===== config.mk =====
export PLATFORM = sky130hd
export DESIGN_NAME = i2c_slave_regfile
export DESIGN_NICKNAME = d
export VERILOG_FILES = /design/src/rtl/i2c_slave_regfile.sv
export SDC_FILE = /design/constraint.sdc
export NUM_CORES = 1
export LEC_CHECK = 0
export BUFFER_PORTS_ARGS = -buffer_cell sky130_fd_sc_hd__buf_2
export CAP_MARGIN = 15
export CORE_MARGIN = 1.5
export CORE_UTILIZATION = 45
export DETAILED_ROUTE_END_ITERATION = 10
export PLACE_DENSITY = 0.69
export SYNTH_ARGS = -nofsm -noshare
export SYNTH_HDL_FRONTEND = slang
export SYNTH_SLANG_ARGS = --single-unit

===== constraint.sdc =====
create_clock -name wb_clk_i -period 2.8 [get_ports wb_clk_i]
set_clock_uncertainty 0.15 [all_clocks]
set_input_delay 0 -clock wb_clk_i [delete_from_list [all_inputs] [get_ports wb_clk_i]]
set_output_delay 0 -clock wb_clk_i [all_outputs]
set_load 0.05 [all_outputs]

===== src/rtl/i2c_slave_regfile.sv =====
// I2C target exposing a pointer-addressed 8-bit register file; no clock stretching.
// Optional build macro: I2C_SLV_FILTER_EN adds a 3-sample glitch filter on SCL/SDA.
module i2c_slave_regfile #(
  parameter logic [6:0] SLAVE_ADDR = 7'h50,
  parameter int         PTR_W      = 3
) (
  input  logic             wb_clk_i,
  input  logic             wb_rst_i,
  input  logic             scl_in,
  input  logic             sda_in,
  output logic             sda_oe,
  output logic             sda_o,
  input  logic [PTR_W-1:0] host_addr,
  output logic [7:0]       host_data,
  output logic             wr_stb,
  output logic [PTR_W-1:0] wr_addr,
  output logic [7:0]       wr_data,
  output logic             addressed,
  output logic [3:0]       state_dbg
);
  typedef enum logic [3:0] {
    IDLE = 4'd0, ADDR, ADDR_ACK, PTR, PTR_ACK, WR, WR_ACK, RD, RD_ACK, IGNORE
  } state_t;

  localparam int NREG = 2 ** PTR_W;
  localparam logic [PTR_W-1:0] PTR_ONE = 1;

  state_t           state;
  logic [1:0]       scl_sync, sda_sync;
  logic             scl_f, sda_f, scl_q, sda_q;
  logic             scl_rise, scl_fall, start_det, stop_det;
  logic [3:0]       bit_cnt;
  logic [7:0]       sh, rd_sh;
  logic             rw;
  logic [PTR_W-1:0] ptr;
  logic [7:0]       regs [NREG];

  assign sda_o     = 1'b0;
  assign host_data = regs[host_addr];
  assign state_dbg = state;

  // Synchronisers reset to 1 so the idle bus produces no spurious edge.
  always_ff @(posedge wb_clk_i) begin
    if (wb_rst_i) begin
      scl_sync <= 2'b11;
      sda_sync <= 2'b11;
    end else begin
      scl_sync <= {scl_sync[0], scl_in};
      sda_sync <= {sda_sync[0], sda_in};
    end
  end

`ifdef I2C_SLV_FILTER_EN
  logic [1:0] scl_hist, sda_hist;
  always_ff @(posedge wb_clk_i) begin
    if (wb_rst_i) begin
      scl_hist <= 2'b11;
      sda_hist <= 2'b11;
      scl_f    <= 1'b1;
      sda_f    <= 1'b1;
    end else begin
      scl_hist <= {scl_hist[0], scl_sync[1]};
      sda_hist <= {sda_hist[0], sda_sync[1]};
      if (scl_hist == {2{scl_sync[1]}}) scl_f <= scl_sync[1];
      if (sda_hist == {2{sda_sync[1]}}) sda_f <= sda_sync[1];
    end
  end
`else
  assign scl_f = scl_sync[1];
  assign sda_f = sda_sync[1];
`endif

  always_ff @(posedge wb_clk_i) begin
    if (wb_rst_i) begin
      scl_q <= 1'b1;
      sda_q <= 1'b1;
    end else begin
      scl_q <= scl_f;
      sda_q <= sda_f;
    end
  end

  assign scl_rise  = scl_f & ~scl_q;
  assign scl_fall  = ~scl_f & scl_q;
  assign start_det = scl_f & scl_q & sda_q & ~sda_f;
  assign stop_det  = scl_f & scl_q & ~sda_q & sda_f;

  // wr_stb is a one-cycle valid with no ready: wr_addr/wr_data mean something only while it is high.
  always_ff @(posedge wb_clk_i) begin
    if (wb_rst_i) begin
      state     <= IDLE;
      bit_cnt   <= '0;
      sh        <= '0;
      rd_sh     <= '0;
      rw        <= 1'b0;
      ptr       <= '0;
      sda_oe    <= 1'b0;
      addressed <= 1'b0;
      wr_stb    <= 1'b0;
      wr_addr   <= '0;
      wr_data   <= '0;
      for (int i = 0; i < NREG; i++) regs[i] <= '0;
    end else begin
      wr_stb <= 1'b0;
      if (start_det) begin
        state     <= ADDR;
        bit_cnt   <= '0;
        sda_oe    <= 1'b0;
        addressed <= 1'b0;
      end else if (stop_det) begin
        state     <= IDLE;
        sda_oe    <= 1'b0;
        addressed <= 1'b0;
      end else begin
        case (state)
          ADDR, PTR, WR: begin
            if (scl_rise) begin
              sh      <= {sh[6:0], sda_f};
              bit_cnt <= bit_cnt + 4'd1;
              if (state == WR && bit_cnt == 4'd7) begin
                regs[ptr] <= {sh[6:0], sda_f};
                wr_stb    <= 1'b1;
                wr_addr   <= ptr;
                wr_data   <= {sh[6:0], sda_f};
                ptr       <= ptr + PTR_ONE;
              end
            end else if (scl_fall && bit_cnt == 4'd8) begin
              bit_cnt <= '0;
              if (state == ADDR) begin
                if (sh[7:1] == SLAVE_ADDR) begin
                  sda_oe    <= 1'b1;
                  addressed <= 1'b1;
                  rw        <= sh[0];
                  state     <= ADDR_ACK;
                end else begin
                  state <= IGNORE;
                end
              end else if (state == PTR) begin
                ptr    <= sh[PTR_W-1:0];
                sda_oe <= 1'b1;
                state  <= PTR_ACK;
              end else begin
                sda_oe <= 1'b1;
                state  <= WR_ACK;
              end
            end
          end
          ADDR_ACK: begin
            if (scl_fall) begin
              bit_cnt <= '0;
              if (rw) begin
                rd_sh  <= {regs[ptr][6:0], 1'b0};
                sda_oe <= ~regs[ptr][7];
                state  <= RD;
              end else begin
                sda_oe <= 1'b0;
                state  <= PTR;
              end
            end
          end
          PTR_ACK, WR_ACK: begin
            if (scl_fall) begin
              sda_oe  <= 1'b0;
              bit_cnt <= '0;
              state   <= WR;
            end
          end
          RD: begin
            if (scl_rise) begin
              bit_cnt <= bit_cnt + 4'd1;
            end else if (scl_fall) begin
              if (bit_cnt == 4'd8) begin
                sda_oe <= 1'b0;
                ptr    <= ptr + PTR_ONE;
                state  <= RD_ACK;
              end else begin
                sda_oe <= ~rd_sh[7];
                rd_sh  <= {rd_sh[6:0], 1'b0};
              end
            end
          end
          RD_ACK: begin
            // Next byte is latched here, so later writes cannot alter it mid-flight.
            if (scl_rise && sda_f) begin
              state <= IGNORE;
            end else if (scl_fall) begin
              rd_sh   <= {regs[ptr][6:0], 1'b0};
              sda_oe  <= ~regs[ptr][7];
              bit_cnt <= '0;
              state   <= RD;
            end
          end
          default: ;
        endcase
      end
    end
  end
endmodule


==> results of run 1 <==
## worst max-delay path by stage
stage | start | slack [ns] | end
after detailed placement | scl_q | 0.25 | regs[0][0]
after global placement | scl_q | 0.34 | regs[0][0]
after global routing | scl_q | 0.09 | regs[0][5]
after CTS | scl_q | 0.23 | regs[0][7]
final | scl_q | 0.23 | regs[0][7]
after floorplan | state_dbg[0] | 0.04 | regs[7][0]
## cell type report
cell class / count / area (um^2) / share of cell area [%]
flip-flops and latches: 114 / 2920 / 41.6
multi-input cells: 353 / 2840 / 40.4
clock buffers: 24 / 536 / 7.61
repair buffers: 63 / 405 / 5.76
well taps: 172 / 215 / 3.06
clock inverters: 8 / 93.8 / 1.33
inverters: 6 / 22.5 / 0.320
## sequential cells by signal, indices dropped and copies added, names as in the netlist, 2 cells and up, named ones only
register   flops
rd_sh          7
scl_sync       2
regs          64
wr_data        8
ptr            3
sh             8
wr_addr        3
bit_cnt        4
sda_sync       2
state_dbg      4
## cells in the final DEF (no fill, tap or decap), drive strengths merged, types with 2 or more instances in the layout
master	n
and2	66
edfxtp	64
buf	58
dfxtp	50
nor2	42
mux4	32
mux2i	30
nand2	25
a21oi	24
clkbuf	24
o21ai	23
nand3	13
or2	11
nand2b	10
mux2	9
a211oi	6
inv	6
clkinv	6
nor2b	5
nand3b	5
dlygate4sd3	5
nor3	4
a31oi	3
ha	3
or3b	3
nor4	3
a31o	2
a21o	2
nand4	2
a2bb2oi	2
and3	2
o211ai	2
a311oi	2
bufinv	2
nor4b	2
or4b	2
## routing by layer
layer	part of all wire (%)	vias up	GRT usage [%]
met5	0	-	0
li1	-	1970	-
met3	7.5	20	4.94
met1	44	2100	29.5
met2	47	195	33.5
met4	1.5	0	7.47
## cell families (layout without fill, tap and decap cells)
logic type      after synthesis  after routing
other cells                   1              1
mux                          71             71
xor+xnor                      2              2
simple gates                198            198
flops                       114            114
compound gates               78             78
fa+ha+maj                     3              3
buf+inv                      46            101
## worst reg2reg max path, stage by stage, from the launching register on
cell	delay [ns]
dfxtp_1	0.42
nand4bb_4	0.30
nor4_4	0.32
or3b_1	0.44
nor3_4	0.24
or2_1	0.36
## power breakdown
group	total (mW)	internal (mW)	switching, mW
sequential	1.85	1.82	0.0290
combinational	0.268	0.106	0.162
clock	2.25	1.51	0.736
==> key figures, run 1 <==
Run status
  – Outcome: complete, no violations

Setup path
  – Required time worst endpoint: about 2.7 ns
  – Crit-path cells: nand4bb_4 > nor4_4 > or3b_1 > nor3_4 > or2_1
  – Worst R2R Path Depth: 5
  – Worst EP arrival: about 2.5 ns
  – CP bufs+invs: 0
  – Stages on worst setup path: 5
  – Largest stage delay, worst path: 0.44 ns
  – Worst reg2reg setup slack: ~0.23 ns
  – R2R Path Start: scl_q
  – CP Capture Type: register
  – CP max FO: 12
  – Family with the most delay on the worst path: simple AND/OR/NAND/NOR gates
  – Crit Path Class: register to register
  – Crit-path slowest cell: or3b_1
  – R2r endpoint: regs[0][7]
  – Critical Path Start Type: register

Die
  – Io pins: 34
  – Initial Util: roughly 47%
  – Site Rows: 41
  – Die width: between 100 and 150 um
  – Die area: approximately 0.014 mm^2
  – Core Area: 0.0128 mm^2
  – Die Height: around 120 um

Placed design
  – Post-DP HPWL: about 9900 um
  – Area post-placement: between 0.006 and 0.007 mm^2
  – Placed instance count: 703
  – Post-place setup slack: 0.252 ns
  – GPL Wtd Cong: between 0.9 and 1
  – Port-buffer cells: 32

STA
  – Minimum clock period: between 2 and 3 ns
  – Final WS setup: roughly 0.23 ns
  – Final worst-path cycle share: about nine tenths
  – Max-slew violations: 0
  – Max Clock Freq: 389 MHz
  – Minimum hold slack: about 0.25 ns
  – RSZ-0062 raised after global routing: false
  – Max transition margin: between 40% and 50%
  – Worst slew pin tran: ~0.84 ns
  – Final Hold Fails: 0
  – Endpoints failing setup: 0
  – Setup TNS: 0 ns

Min path
  – Hold path start: scl_sync[0]
  – Hold path endpoint: scl_sync[1]
  – Hold depth: 1
  – Worst Hold Class: register to register

Logic synthesis
  – Yosys top cell area share: 32.3%
  – Top cells by area, synth: edfxtp_1 (32%), dfxtp_1 (17%), mux4_2 (12%), and2_1 (6.9%), mux2i_1 (5.0%)
  – Simple-Gate Fraction of Synth Area: between 10% and 20%
  – Yosys reg bits: roughly 110
  – Ys flop type: edfxtp_1
  – Netlist area before placement: between 0.005 and 0.006 mm^2
  – Post-Syn Nets: ~520
  – Number of flops mapped to enable cells by yosys: 64
  – Synth async-reset ratio: 0%
  – Cells after synthesis: between 500 and 600
  – Mux share of post-synthesis cell area: 18.8%
  – Register area share after synthesis: 49.1%
  – Library cells used by synthesis: 63
  – Post-Synth Adder-Cell Area: 0.630%
  – Most instantiated cells after synthesis: and2_1 (66), edfxtp_1 (64), dfxtp_1 (50)
  – Synth Area in Compound Gates: a little over 8%
  – Most common cell in the synthesized netlist: and2_1
  – Area leader, netlist: edfxtp_1
  – Synthesized area per cell: between 10 and 15 um^2
  – Xor and xnor fraction of the mapped netlist area: less than 1%
  – Warnings from Yosys: 0
  – Largest family of logic cells by synthesized area: simple AND/OR/NAND/NOR gates

Detailed routing
  – Antenna Nets Post-Route: 0
  – DR DRC count: 0
  – DR iter-0 viols: 353
  – Drt via density: about 5.8
  – Detailed Route WL: 14,300 um
  – Drt first pass iters: 5
  – Vias: 4,285
  – Drt wl/cell: around 19 um

Finish
  – Diode count: 0
  – Share of cells above drive strength 1: a little over a quarter
  – Finished Cell Area: 0.00704 mm^2
  – Fin util: between 50% and 60%
  – Synth-to-layout area growth: 18.2%
  – Nets: ~570
  – FILL cells: between 1,000 and 1,500
  – Post-Layout Cell Count: 740

Power and ir drop
  – Max rail drop VDD: roughly 430 uV
  – PwrDens: roughly 620 mW/mm^2
  – Total Power: roughly 4.4 mW
  – Leak: 2.45 nW

Global routing
  – Largest net degree at the start of global routing: 36
  – Antenna violations before repair: 0
  – First-pass GRT wire length: 22,700 um
  – Overall Global Routing Usage: between 20% and 30%
  – Total gr overflow: 0
  – Vias in the first global route: 4,222

Clock network
  – H-tree depth: 4
  – Post-cts repair resize count: 0
  – CTS tree: done
  – Cts bufs inserted: 17
  – Clk root buf: clkbuf_16
  – CTS Hold Buffers Added: 5
  – Worst-Skew Late Latency: around 0.41 ns
  – Clock Sinks: approximately 110
  – Worst-path clk slew: ~0.050 ns
  – Max clock buf depth: 2
  – # Post-CTS Setup Buffers: 0

Flow run
  – Max-Cap Viols: 0
Note: power is estimated with default switching activity, not from simulation.
==> run 2, diff against run 1 <==
--- a/config.mk
+++ b/config.mk
@@ -10,7 +10,6 @@
 export CORE_MARGIN = 1.5
 export CORE_UTILIZATION = 45
 export DETAILED_ROUTE_END_ITERATION = 10
-export PLACE_DENSITY = 0.69
 export SYNTH_ARGS = -nofsm -noshare
 export SYNTH_HDL_FRONTEND = slang
 export SYNTH_SLANG_ARGS = --single-unit
==> run 2 against run 1 <==
Critical path depth grew 1; critical endpoint is now regs[7][4]; hold slack gained 0.0074 ns; combinational power is essentially flat; wire length grew 1.6%; sequential cell count is the same; clock-buffer cell count shrank 7.
==> key figures, run 2 (same netlist as run 1, synthesis figures left out) <==
Run status
  – Outcome: complete, no violations (unchanged)

STA
  – Minimum clock period: 2.55 ns (was 2.57 ns)
  – Max transition margin: 36.3% (was 43.0%)
  – Minimum hold slack: 0.261 ns (was 0.253 ns)
  – Final worst-path cycle share: 91.1% (was 91.7%)
  – Worst slew pin tran: 0.943 ns (was 0.843 ns)
  – Max-slew violations: 0 (unchanged)
  – Final Hold Fails: 0 (unchanged)
  – Endpoints failing setup: 0 (unchanged)
  – Final WS setup: 0.249 ns (was 0.232 ns)
  – Setup TNS: 0 ns (unchanged)
  – Max Clock Freq: 392 MHz (was 389 MHz)
  – RSZ-0062 raised after global routing: false (unchanged)

Placed design
  – Post-DP HPWL: 10,000 um (was 9850 um)
  – Post-place setup slack: 0.285 ns (was 0.252 ns)
  – Area post-placement: 0.00635 mm^2 (was 0.00636 mm^2)
  – Port-buffer cells: 32 (unchanged)
  – GPL Wtd Cong: 0.948 (was 0.956)

Global routing
  – Largest net degree at the start of global routing: 24 (was 36)
  – First-pass GRT wire length: 22,800 um (was 22,700 um)
  – Antenna violations before repair: 0 (unchanged)
  – Overall Global Routing Usage: 22.0% (was 21.4%)
  – Total gr overflow: 0 (unchanged)
  – Vias in the first global route: 4,009 (was 4,222)

Finish
  – Largest Register: regs (unchanged)
  – Synth-to-layout area growth: 18.3% (was 18.2%)
  – Regs by FF count: regs (64), sh (8), wr_data (8) (unchanged)
  – Most frequent cells in the layout: and2_1 (66), edfxtp_1 (64), dfxtp_1 (49) (unchanged)
  – Max reg flops: 64 (unchanged)
  – Share of cells above drive strength 1: 26.8% (was 26.6%)
  – Nets: 564 (was 565)
  – Diode count: 0 (unchanged)
  – Fin util: 55.1% (about the same)
  – Finished Cell Area: 0.00704 mm^2 (about the same)
  – Commonest non-fill, non-tap cell in the layout: and2_1 (unchanged)

Flow run
  – Max-Cap Viols: 0 (unchanged)

Detailed routing
  – Drt via density: 5.61 (was 5.79)
  – DR iter-0 viols: 305 (was 353)
  – Drt wl/cell: 19.7 um (was 19.3 um)
  – DR DRC count: 0 (unchanged)
  – Detailed Route WL: 14,500 um (was 14,300 um)
  – Antenna Nets Post-Route: 0 (unchanged)
  – Vias: 4,148 (was 4,285)
  – Drt first pass iters: 4 (was 5)

Setup path
  – CP Capture Type: register (unchanged)
  – Required time worst endpoint: 2.94 ns (was 2.72 ns)
  – Worst reg2reg setup slack: 0.25 ns (was 0.23 ns)
  – Worst EP arrival: 2.69 ns (was 2.49 ns)
  – Crit Path Class: register to register (unchanged)
  – CP max FO: 17 (was 12)
  – Critical Path Start Type: register (unchanged)

Die
  – Initial Util: 46.6% (unchanged)
  – Site Rows: 41 (unchanged)
  – Io pins: 34 (unchanged)
  – Die width: 118 um (unchanged)
  – Die Height: 118 um (unchanged)
  – Core Area: 0.0128 mm^2 (unchanged)
  – Die area: 0.0139 mm^2 (unchanged)

Clock network
  – H-tree depth: 4 (unchanged)
  – CTS tree: done (unchanged)
  – Clk root buf: clkbuf_16 (unchanged)
  – Worst-Skew Late Latency: 0.42 ns (was 0.41 ns)
  – Cts bufs inserted: 17 (unchanged)
  – Max clock buf depth: 2 (unchanged)
  – Worst-path clk slew: 0.06 ns (was 0.05 ns)
  – Clock Sinks: 114 (unchanged)

Power and ir drop
  – Max rail drop VDD: 389 uV (was 432 uV)
  – PwrDens: 636 mW/mm^2 (was 620 mW/mm^2)
  – Leak: 2.45 nW (about the same)

Min path
  – Worst Hold Class: register to register (unchanged)
-- run 2: area by class of cell --
| cell class | instances | area (um^2) |
|---|---|---|
| Clock buffer | 17 | 425 |
| Clock inverter | 15 | 220 |
| Fill cell | 1056 | 5730 |
| Inverter | 6 | 22.5 |
| Multi-Input combinational cell | 353 | 2840 |
| Sequential cell | 114 | 2920 |
| Tap cell | 172 | 215 |
| Timing Repair Buffer | 62 | 398 |
-- run 2: critical path: stages, from the launching register on --
cell and delay (ns):
dfxtp_2 0.53, nand2_1 0.17, nor4_4 0.24, buf_4 0.29, nand4_1 0.29, nor2_1 0.53
and2_1 0.21
-- run 2: where the power goes --
group	internal, mW	switching (mW)
clock network	1.52	0.852
registers	1.82	0.0304
logic	0.106	0.162
total	3.44	1.04
-- run 2: metrics by stage --
| stage | instances | power (mW) |
|---|---|---|
| 2_1_floorplan | 513 | 2.06 |
| 3_3_place_gp | 702 | 2.14 |
| 3_5_place_dp | 702 | 2.14 |
| 4_1_cts | 739 | 4.51 |
| 5_1_grt | 739 | 4.60 |
| 6_report | 739 | 4.48 |
-- run 2: final timing paths --
check | startpoint | to | cells after the start
max | state_dbg[2] | regs[7][4] | 6
min | sda_sync[0] | sda_sync[1] | 1
max reg2reg | state_dbg[2] | regs[7][4] | 6
min reg2reg | sda_sync[0] | sda_sync[1] | 1
-- run 2: what timing repair did --
action | CTS | global route
hold buffers | 5 | 0
buffers inserted | 0 | 0
setup endpoints to repair | 0 | 0
hold endpoints to repair | 20 | 0
gates resized for setup | 0 | 0
-- run 2: routing by layer --
| metal | routed length (um) | vias to the layer above | share of wire [%] | GRT usage, % |
|---|---|---|---|---|
| met5 | 0 | - | 0 | 0 |
| met4 | 349 | 0 | 2.4 | 10.3 |
| met3 | 978 | 24 | 6.7 | 4.89 |
| met2 | 6610 | 137 | 45 | 33.1 |
| met1 | 6590 | 2006 | 45 | 30.4 |
| li1 | - | 1981 | - | - |
==> run 3, diff against run 2 <==
--- a/config.mk
+++ b/config.mk
@@ -5,6 +5,7 @@
 export SDC_FILE = /design/constraint.sdc
 export NUM_CORES = 1
 export LEC_CHECK = 0
+export ABC_AREA = 1
 export BUFFER_PORTS_ARGS = -buffer_cell sky130_fd_sc_hd__buf_2
 export CAP_MARGIN = 15
 export CORE_MARGIN = 1.5
==> run 3 against run 2 <==
Maximum frequency up 5.5%; clock-buffer cell count up 2; setup slack better by 0.13 ns; final cell count up 34%; combinational power rose to 6.4 times the previous value; sequential cell count unchanged; synthesized cell count up 51%; sequential power up 12%; critical path depth up 3; first-iteration DRC count up 110%; cell area down 1.3%; hold slack worse by 0.0075 ns; critical path type unchanged.
==> key figures, run 3 <==
Global routing
  – Antenna violations before repair: 0 (unchanged)
  – Total gr overflow: 0 (unchanged)
  – Largest net degree at the start of global routing: 41 (was 24)
  – First-pass GRT wire length: 26,000 um (was 22,800 um)
  – Vias in the first global route: 4,825 (was 4,009)
  – Overall Global Routing Usage: 24.0% (was 22.0%)

Die
  – Core Area: 0.0131 mm^2 (was 0.0128 mm^2)
  – Die width: 119 um (was 118 um)
  – Site Rows: 42 (was 41)
  – Die area: 0.0141 mm^2 (was 0.0139 mm^2)
  – Initial Util: 45.8% (was 46.6%)
  – Io pins: 34 (unchanged)
  – Die Height: 119 um (was 118 um)

Clock network
  – Max clock buf depth: 2 (unchanged)
  – Worst-Skew Late Latency: 0.41 ns (was 0.42 ns)
  – CTS Hold Buffers Added: 5 (unchanged)
  – Clk root buf: clkbuf_16 (unchanged)
  – Post-cts repair resize count: 0 (unchanged)
  – Clock Sinks: 114 (unchanged)
  – # Post-CTS Setup Buffers: 0 (unchanged)
  – Worst-path clk slew: 0.05 ns (was 0.06 ns)
  – CTS tree: done (unchanged)
  – H-tree depth: 4 (unchanged)
  – Cts bufs inserted: 17 (unchanged)

Logic synthesis
  – Synthesized area per cell: 7.78 um^2 (was 11.6 um^2)
  – Yosys reg bits: 114 (unchanged)
  – Cells after synthesis: 773 (was 513)
  – Post-Syn Nets: 783 (was 523)
  – Synth Area in Compound Gates: 14.6% (was 8.15%)
  – Top cells by area, synth: edfxtp_1 (32%), dfxtp_1 (17%), nor2_1 (8.9%), nand2_1 (8.4%), o21ai_0 (6.5%) (was edfxtp_1 (32%), dfxtp_1 (17%), mux4_2 (12%), and2_1 (6.9%), mux2i_1 (5.0%))
  – Ys flop type: edfxtp_1 (unchanged)
  – Simple-Gate Fraction of Synth Area: 28.6% (was 19.7%)
  – Library cells used by synthesis: 37 (was 63)
  – Yosys top cell area share: 32.0% (was 32.3%)
  – Most common cell in the synthesized netlist: nor2_1 (was and2_1)
  – Warnings from Yosys: 0 (unchanged)
  – Netlist area before placement: 0.00601 mm^2 (was 0.00595 mm^2)
  – Post-Synth Adder-Cell Area: 0.624% (was 0.630%)
  – Area leader, netlist: edfxtp_1 (unchanged)
  – Synth async-reset ratio: 0% (unchanged)
  – Largest family of logic cells by synthesized area: simple AND/OR/NAND/NOR gates (unchanged)
  – Xor and xnor fraction of the mapped netlist area: 0.291% (was 0.294%)
  – Most instantiated cells after synthesis: nor2_1 (142), nand2_1 (134), o21ai_0 (78) (was and2_1 (66), edfxtp_1 (64), dfxtp_1 (50))
  – Mux share of post-synthesis cell area: 0.166% (was 18.8%)
  – Register area share after synthesis: 48.6% (was 49.1%)
  – Number of flops mapped to enable cells by yosys: 64 (unchanged)

Power and ir drop
  – Max rail drop VDD: 415 uV (was 389 uV)
  – PwrDens: 857 mW/mm^2 (was 636 mW/mm^2)
  – Leak: 3.00 nW (was 2.45 nW)

Detailed routing
  – Drt via density: 5.35 (was 5.61)
  – DR iter-0 viols: 654 (was 305)
  – Drt first pass iters: 5 (was 4)
  – Antenna Nets Post-Route: 0 (unchanged)
  – DR DRC count: 0 (unchanged)
  – Vias: 5,299 (was 4,148)
  – Drt wl/cell: 16.6 um (was 19.7 um)
  – Detailed Route WL: 16,400 um (was 14,500 um)

STA
  – Final worst-path cycle share: 86.4% (was 91.1%)
  – RSZ-0062 raised after global routing: false (unchanged)
  – Setup TNS: 0 ns (unchanged)
  – Minimum clock period: 2.42 ns (was 2.55 ns)
  – Max-slew violations: 0 (unchanged)
  – Max transition margin: 59.6% (was 36.3%)
  – Worst slew pin tran: 0.605 ns (was 0.943 ns)
  – Minimum hold slack: 0.253 ns (was 0.261 ns)
  – Final Hold Fails: 0 (unchanged)
  – Endpoints failing setup: 0 (unchanged)
  – Max Clock Freq: 413 MHz (was 392 MHz)

Placed design
  – Port-buffer cells: 32 (unchanged)
  – Post-DP HPWL: 11,800 um (was 10,000 um)
  – GPL Wtd Cong: 0.919 (was 0.948)

Finish
  – FILL cells: 1,222 (was 1,056)
  – Commonest non-fill, non-tap cell in the layout: nor2_1 (was and2_1)
  – Nets: 812 (was 564)
  – Max reg flops: 64 (unchanged)
  – Most frequent cells in the layout: nor2_1 (142), nand2_1 (134), o21ai_0 (78) (was and2_1 (66), edfxtp_1 (64), dfxtp_1 (49))
  – Largest Register: regs (unchanged)
  – Regs by FF count: regs (64), sh (8), wr_data (8) (unchanged)
  – Diode count: 0 (unchanged)
  – Synth-to-layout area growth: 15.6% (was 18.3%)
  – Share of cells above drive strength 1: 16.9% (was 26.8%)

Setup path
  – Required time worst endpoint: 2.72 ns (was 2.94 ns)
  – CP Capture Type: register (unchanged)
  – Crit Path Class: register to register (unchanged)
  – Worst EP arrival: 2.34 ns (was 2.69 ns)
  – Critical Path Start Type: register (unchanged)
  – CP max FO: 9 (was 17)

Min path
  – Worst Hold Class: input port to register (was register to register)

Flow run
  – Max-Cap Viols: 0 (unchanged)

Run status
  – Outcome: complete, no violations (unchanged)
## run 3: path summary, 6_finish.rpt
path	startpoint	slack (ns)	endpoint	cells past startpoint
worst max-delay path	bit_cnt[0]	0.38	regs[1][0]	9
worst min-delay path	wb_rst_i	0.25	wr_data[0]	3
worst max register to register	bit_cnt[0]	0.38	regs[1][0]	9
worst min register to register	sda_sync[0]	0.26	sda_sync[1]	1
## run 3: cell type report
type | instances | area [um^2] | share of cell area (%)
inverters | 73 | 278 | 3.99
flip-flops and latches | 114 | 2920 | 42.0
multi-input cells | 550 | 2660 | 38.3
repair buffers | 46 | 278 | 3.99
well taps | 176 | 220 | 3.17
clock inverters | 13 | 160 | 2.30
clock buffers | 19 | 433 | 6.22
## run 3: power breakdown
group	internal (mW)	total (mW)	switching, mW
clock	1.40	2.18	0.781
sequential	1.91	2.07	0.163
combinational	0.516	1.71	1.20
## run 3: critical path, stage by stage, from the launching register on
cell and delay [ns]:
dfxtp_1 0.40, ha_1 0.19, nand2_1 0.08, nor2_2 0.14, nand2_4 0.09, nor2_8 0.09, inv_2 0.07, nor3_4 0.38
nand2_4 0.16, nand2_1 0.32
## run 3: logic make-up (layout without fill, tap and decap cells)
group,Yosys count,in the layout
mux,1,1
fa+ha+maj,3,3
buf+inv,109,151
xor+xnor,2,2
other cells,1,1
compound gates,164,164
simple gates,379,379
flops,114,114
## run 3: per-stage QoR
step	total power, mW	area (um^2)	setup slack (ns)	util [%]	std cells
finish	5.96	6960	0.381	52.9	991
global route	6.29	6960	0.243	52.9	991
CTS	5.96	6960	0.368	52.9	991
detailed placement	3.79	6310	0.389	48.0	954
global placement	3.77	6310	0.494	48.0	954
floorplan	3.37	6010	0.344	-	773
## run 3: routing by layer
| metal | vias up | global-route usage, % | part of all wire [%] |
|---|---|---|---|
| li1 | 2606 | - | - |
| met1 | 2463 | 35.6 | 48 |
| met4 | 0 | 10.3 | 2.6 |
| met3 | 38 | 5.65 | 7.4 |
| met2 | 192 | 33.4 | 42 |
| met5 | - | 0 | 0 |
